`src/rtl/gf2m_pkg.sv`:
```
// Shared GF(2^M) constants, FSM encoding and the carry-less helpers used by
// both the digit-serial datapath and any reference model.
package gf2m_pkg;

   localparam int          M    = 93;
   localparam int          D    = 6;
   localparam logic [92:0] POLY = 93'h5;
   localparam int          NDIG = (M + D - 1) / D;

   // Working width of the helpers; any instance must satisfy M + D <= MAXW.
   localparam int MAXW = 128;

   typedef enum logic [1:0] {IDLE, RUN, DONE} state_t;

   function automatic logic [MAXW-1:0] clmul_md(input logic [MAXW-1:0] a,
                                                input logic [MAXW-1:0] dig,
                                                input int              d);
      logic [MAXW-1:0] p;
      p = '0;
      for (int j = 0; j < MAXW; j++)
         if (j < d && dig[j]) p = p ^ (a << j);
      return p;
   endfunction

   function automatic logic [MAXW-1:0] reduce_md(input logic [MAXW-1:0] t,
                                                 input int              m,
                                                 input int              d,
                                                 input logic [MAXW-1:0] poly);
      logic [MAXW-1:0] r;
      r = t;
      for (int i = MAXW - 1; i >= 0; i--)
         if (i >= m && i < m + d && r[i]) begin
            r    = r ^ (poly << (i - m));
            r[i] = 1'b0;
         end
      return r;
   endfunction

endpackage

```
`src/rtl/gf2m_digit_serial_mult_step.sv`:
```
// One digit step: next_acc = reduce((acc << D) ^ clmul(a, dig)).
module gf2m_digit_step #(
   parameter int             M    = 93,
   parameter int             D    = 6,
   parameter logic [M-1:0]   POLY = 93'h5
) (
   input  logic [M-1:0] acc,
   input  logic [M-1:0] a_reg,
   input  logic [D-1:0] dig,
   output logic [M-1:0] acc_nxt
);
   import gf2m_pkg::*;

   logic [MAXW-1:0] t;
   logic [MAXW-1:0] r;

   always_comb begin
      t       = (MAXW'(acc) << D) ^ clmul_md(MAXW'(a_reg), MAXW'(dig), D);
      r       = reduce_md(t, M, D, MAXW'(POLY));
      acc_nxt = r[M-1:0];
   end

endmodule

```
`src/rtl/gf2m_digit_serial_mult.sv`:
```
// Digit-serial GF(2^M) multiplier: MSB digit of b first, one digit per cycle,
// valid/ready on both sides, result held in DONE until taken.
module gf2m_digit_serial_mult #(
   parameter int           M    = gf2m_pkg::M,
   parameter int           D    = gf2m_pkg::D,
   parameter logic [M-1:0] POLY = M'(gf2m_pkg::POLY)
) (
   input  logic         clk,
   input  logic         rst,
   input  logic         in_valid,
   output logic         in_ready,
   input  logic [M-1:0] a,
   input  logic [M-1:0] b,
   output logic         out_valid,
   input  logic         out_ready,
   output logic [M-1:0] y,
   output logic         busy
);
   import gf2m_pkg::*;

   localparam int ND = (M + D - 1) / D;
   localparam int BW = ND * D;
   localparam int CW = (ND > 1) ? $clog2(ND) : 1;

   state_t          state_q, state_d;
   logic [CW-1:0]   cnt_q;
   logic [M-1:0]    a_q, acc_q, y_q, acc_nxt;
   logic [BW-1:0]   b_q;
   logic [D-1:0]    dig;
   logic            load, step;

   assign dig = b_q[cnt_q*D +: D];

   gf2m_digit_step #(.M(M), .D(D), .POLY(POLY)) u_step (
      .acc     (acc_q),
      .a_reg   (a_q),
      .dig     (dig),
      .acc_nxt (acc_nxt)
   );

   always_comb begin
      state_d = state_q;
      load    = 1'b0;
      step    = 1'b0;
      case (state_q)
         IDLE: if (in_valid) begin
            load    = 1'b1;
            state_d = RUN;
         end
         RUN: begin
            step = 1'b1;
            if (cnt_q == '0) state_d = DONE;
         end
         DONE: if (out_ready) state_d = IDLE;
         default: state_d = IDLE;
      endcase
   end

   always_ff @(posedge clk or posedge rst) begin
      if (rst) begin
         state_q <= IDLE;
         cnt_q   <= '0;
         a_q     <= '0;
         b_q     <= '0;
         acc_q   <= '0;
         y_q     <= '0;
      end else begin
         state_q <= state_d;
         if (load) begin
            a_q   <= a;
            b_q   <= BW'(b);   // zero digits above M fold in as nothing
            acc_q <= '0;
            cnt_q <= CW'(ND - 1);
         end
         if (step) begin
            acc_q <= acc_nxt;
            if (cnt_q == '0) y_q <= acc_nxt;
            else             cnt_q <= cnt_q - 1'b1;
         end
      end
   end

   assign in_ready  = (state_q == IDLE);
   assign out_valid = (state_q == DONE);
   assign busy      = (state_q != IDLE);
   assign y         = y_q;

endmodule
```
`config.mk`:
```
export PLATFORM = sky130hd
export DESIGN_NAME = gf2m_digit_serial_mult
export DESIGN_NICKNAME = d
export VERILOG_FILES = /design/src/rtl/gf2m_pkg.sv /design/src/rtl/gf2m_digit_serial_mult_step.sv /design/src/rtl/gf2m_digit_serial_mult.sv
export SDC_FILE = /design/constraint.sdc
export NUM_CORES = 1
export LEC_CHECK = 0
export CAP_MARGIN = 0
export CORE_AREA = 2 2 203 205
export DETAILED_ROUTE_END_ITERATION = 10
export DIE_AREA = 0 0 205 207
export PLACE_DENSITY = 0.81
export SLEW_MARGIN = 20
export SYNTH_ARGS = -nofsm -noshare
export SYNTH_HDL_FRONTEND = slang
export SYNTH_SLANG_ARGS = --single-unit
```
`constraint.sdc`:
```
create_clock -name clk -period 21.4 [get_ports clk]
set_input_delay 6.42 -clock clk [delete_from_list [all_inputs] [get_ports clk]]
set_output_delay 6.42 -clock clk [all_outputs]
set_load 0.05 [all_outputs]
```
* Yosys cells after proc, flatten, opt, wreduce, memory -nomap -nowiden
Index checks and enable logic that the tools add are counted.
** Storage, ports and cells
- Bits in registers :: 378
- Bits of input ports :: 190
- Output and inout port bits :: 96
- Logic and storage cells :: 56
** Cells by class
- Add/sub/neg operators :: 1
- Multipliers :: 1
- Equality and inequality tests :: 5
- Shifts and indexed selects :: 1
- Muxes and demuxes :: 24
- Bitwise logic cells :: 12
- Reductions and logical operators :: 6
** Operators with widths (number)
- 99-bit 2-to-1 mux :: 5
- 93-bit 2-to-1 mux :: 3
- 99-bit by 95-bit XOR with 99-bit output :: 1
- 99-bit by 96-bit XOR with 99-bit output :: 1
- 99-bit by 97-bit XOR with 99-bit output :: 1
- 99-bit by 98-bit XOR with 99-bit output :: 1
- 99-bit XOR :: 1
- 96-bit by 8-bit indexed part select with 6-bit output :: 1
- 93-bit by 94-bit XOR with 94-bit output :: 1
- 4-bit 2-to-1 mux :: 4
- 2-bit inverter :: 6
- 8-bit 2-to-1 mux :: 1
- 7-bit 2-to-1 mux :: 1
- 4-bit by 2-bit multiplier with 6-bit output, second input constant :: 1
- 2-bit 2-to-1 mux :: 3
- 6-bit 2-to-1 mux :: 1
- 2-bit one-hot mux with 3 select lines :: 1
- 5-bit 2-to-1 mux :: 1
- 4-bit zero test :: 1
- 2-bit != test, second input constant :: 2
- 2-bit nonzero test :: 2
- 4-bit by 1-bit subtractor with 4-bit output, second input constant :: 1
- 1-bit 2-to-1 mux :: 3
- 3-bit 2-to-1 mux :: 1
- 6 further kinds :: 6

* Longest topological paths before layout
- Word-level depth :: 27
- Gate-level depth with buffers :: 14
- Depth with buffers taken out :: 8

* Cells and area by module
A second synthesis with hierarchy kept.
** Second synthesis, totals
- Cells, all modules :: 2280
- Area, all modules :: 23410.0 um^2
** By module, submodules not included
- gf2m_digit_serial_mult :: instances 1, cells each 1106, area an instance 16011.6 um^2, seq. area each 9459.1 um^2
- gf2m_digit_step :: instances 1, cells each 1174, area an instance 7398.3 um^2, seq. area each 0.0 um^2

* Worst setup path before layout
No wires, ideal clock.
- Kind :: register to output
- From :: register state_q[0]
- To :: output port busy
- Data arrival time :: 1592 ps
- Data required time :: 14980 ps
- Setup slack :: 13388 ps
- Stages on the path, launching flop included :: 3
- Buffers on the path :: 0
- Cells stage by stage :: dfrtp_1 -> nor2_1 -> inv_1
** Between the ends
- Word-level cells in the longest chain between the ends :: 1
** RTL lines
- from (decl) :: line gf2m_digit_serial_mult.sv:25 : state_t state_q, state_d;
- from (signal assigned) :: line gf2m_digit_serial_mult.sv:68 : state_q <= state_d;
- 2-bit nonzero test :: line gf2m_digit_serial_mult.sv:85 : assign busy = (state_q != IDLE);
- to (decl) :: line gf2m_digit_serial_mult.sv:17 : output logic busy
No other way between the ends.

* Final worst setup path
- From :: input port in_valid
- To :: register acc_q[68]
** Between the ends
- Word-level cells in the longest chain between the ends :: 3
** RTL lines
- from (decl) :: line gf2m_digit_serial_mult.sv:10 : input logic in_valid,
- 1-bit 2-to-1 mux :: line gf2m_digit_serial_mult.sv:46 : IDLE: if (in_valid) begin
- 1-bit 2-to-1 mux :: line gf2m_digit_serial_mult.sv:45 : case (state_q)
- 2-bit nonzero test (no source line)
- to (signal assigned) :: line gf2m_digit_serial_mult.sv:76 : acc_q <= acc_nxt;
- to (decl) :: line gf2m_digit_serial_mult.sv:27 : logic [M-1:0] a_q, acc_q, y_q, acc_nxt;
No other way between the ends.
A chain may end at the register's enable or synchronous reset.

==> reports/qor.yml <==
critical_path:
  r2r-start: "cnt_q[1]$_DFF_PP0_"
  critical_path_arrival_ps: 9530
  crit_buf_inv: 4
  slowest_delay_ps: 760
  path_class: "in -> reg"
  worstSetupEndpointType: "flop"
  path_cells: "clkdlybuf4s50_1, nand2_4, buf_4, buf_16, buf_4, nand3_1, o21ai_0"
  crit_path_max_fanout: 89
  crit_start: "in_valid"
  crit_top_cell: "buf_4"
  reg2regPathDepth: 10
  cp_slowest_cell: "buf_4"
  cp-start-kind: "primary input"
  crit_required_ps: 21860
  cp.depth: 7
  cp_top_family: "buffers and inverters"
layout:
  area_delta_synth_final_pct: 19.43
  final_cells: 3405
  fin_area_sq_um: 27140
  final_nets: 3033
  drive_gt1_share_pct: 4.420
  antennaDiodeCount: 0
place:
  gp_congestion: 0.8466
  placed_cells: 3329
  dp_hpwl_mm: 39.73
  place_area_sq_um: 25730
  io_buffers: 285
  place_ws_ps: 11520
route:
  via_count: 19040
  viasPerCell: 5.591
  firstDrtPassIters: 5
  drt_iter0_drc: 1615
  routed_wl_mm: 61.15
  antenna_left: 0
  drc_errors: 0
  wl_per_cell_um: 17.96
sta:
  rsz0062_at_grt: "false"
  hold_viol_final: 0
  period_needed_ps: 9071
  tightest_slew_ps: 962.5
  slew_headroom_pct: 35.83
  fmax_mhz: 110.2
  min_period_over_period_pct: 42.39
  setup_viol: 0
  setup_slack_ps: 12330
  finClkSkew_ps: 18.82
  finalSetupTns_ps: 0
  finalMaxSlewViolations: 0
grt:
  grt_pass1_vias: 19040
  grt_pass1_wl_mm: 98.93
  grt.total_usage_pct: 28.89
  grt_start_max_net_pins: 120
  antenna_found_initial: 2
  overflow: 0
cts:
  clkLatencyLatePin_ps: 570
  htreeDepth: 2
  clock_sinks: 378
  postCtsHoldBufs: 0
  cts_resized: 0
  tritoncts: "built"
  clk_pin_slew_ps: 60
  postCtsSetupBuffers: 0
  root_buffer: "clkbuf_16"
  cts_buffers: 40
  clock_path_buffers: 3
synth:
  synth_top_flop_cell: "dfrtp_1"
  synth.most_common_cell: "nand2_1"
  ys_ff_latch: 378
  synth_edf_count: 0
  synth_area_leaders: "dfrtp_1 42%, nand2_1 18%, xnor2_1 9.9%"
  yosys-top-cells-count: "1076 x nand2_1, 378 x dfrtp_1, 257 x xnor2_1"
  syn_nets: 2858
  yosys.area.top_type: "dfrtp_1"
  avgSynthCellArea_sq_um: 8.521
  synth_top_cell_area_share_pct: 41.63
  syn_area_sq_um: 22720
  ys_warn_count: 0
  synthDistinctLibCells: 46
  seq_area_frac_synth_pct: 41.63
  synthCells: 2667
  ys_async_sr_fraction_pct: 100.0
floorplan:
  ios: 286
  core_area_sq_um: 40370
  start_util_pct: 56.29
  die-area_sq_um: 42440
  die_h_um: 207
  rows: 74
  die_x_um: 205
hold_path:
  hold_depth: 2
  hold_path.class: "reg -> reg"
  worstHoldStart: "b_q[78]$_DFFE_PP0P_"
run:
  drv_cap: 0
run_status:
  status: "finished, final reports clean"
## logic make-up after synthesis
logic type / Yosys count / synth area share [%]
muxes: 35 / 2.384
adders and majority gates: 1 / 0.05505
buffers and inverters: 182 / 3.430
xor gates and xnor gates: 529 / 22.63
and+or+nand+nor: 1198 / 20.50
DFF: 378 / 41.63
AOI/OAI and AO/OA: 344 / 9.371
## path summary, 6_finish.rpt
path | end | slack (ps)
max reg2reg | acc_q[86]$_DFFE_PP0P_ | 17090
min in group asynchronous | y[83]$_DFFE_PP0P_ | 6420
max | acc_q[68]$_DFFE_PP0P_ | 12330
min reg2reg | b_q[78]$_DFFE_PP0P_ | 470
min | b_q[78]$_DFFE_PP0P_ | 470
max in group asynchronous | b_q[0]$_DFFE_PP0P_ | 13500
## cells in the final DEF, fill, tap and decap left out, types with 9 or more instances in the layout
| master | netlist | layout |
|---|---|---|
| xnor3_1 | 32 | 32 |
| o21ai_0 | 151 | 150 |
| nand3_1 | 95 | 93 |
| xnor2_1 | 257 | 257 |
| nand2_1 | 1076 | 1074 |
| xor2_1 | 235 | 235 |
| o21ai_1 | 35 | 35 |
| mux4_2 | 15 | 13 |
| clkinv_2 | 0 | 11 |
| clkdlybuf4s50_1 | 0 | 285 |
| buf_4 | 2 | 21 |
| dfrtp_1 | 378 | 378 |
| nor2_1 | 9 | 9 |
| a21boi_0 | 117 | 117 |
| a21boi_1 | 18 | 18 |
| mux2i_1 | 17 | 17 |
| clkbuf_16 | 0 | 41 |
## routing by layer
metal / track usage (%) / share of wire [%] / vias up / wire, um
met5: 0 / 0.044 / - / 27
met1: 38.06 / 40 / 9181 / 24630
met4: 14.41 / 4.8 / 4 / 2915
met3: 4.830 / 7.7 / 197 / 4680
met2: 46.20 / 47 / 822 / 28900
li1: - / - / 8834 / -
## final cells by class
class,instances,area [sq um]
Clock buffer,50,1110
Clock inverter,23,220.2
Fill cell,3157,13230
Inverter,6,30.03
Multi-Input combinational cell,2107,12560
Sequential cell,378,9459
Tap cell,532,665.6
Timing Repair Buffer,309,3093
## sequential cells by signal, indices dropped and copies added (netlist names)
| signal | cells |
|---|---|
| acc_q | 93 |
| state_q | 2 |
| y | 93 |
| a_q | 93 |
| cnt_q | 4 |
| b_q | 93 |
## through the flow
stage                     hold slack (ps)  util, %
final                               468.7    67.23
after global routing                489.4    67.23
after CTS                           470.9    67.03
after detailed placement            455.9    63.73
after global placement              452.9    63.73
after floorplan                     437.9        -
## worst reg2reg max path, stage by stage (launching register included)
cell and delay (ps):
dfrtp_1 840, nor2b_1 540, a221oi_1 240, o21ai_4 100, buf_4 600, nand2_1 540
buf_4 420, nand2_1 130, xor2_1 180, xnor3_1 410, o21ai_0 210
Power is not shown: default switching activity piles up to over one toggle a cycle in this logic, so the estimate is an artifact.
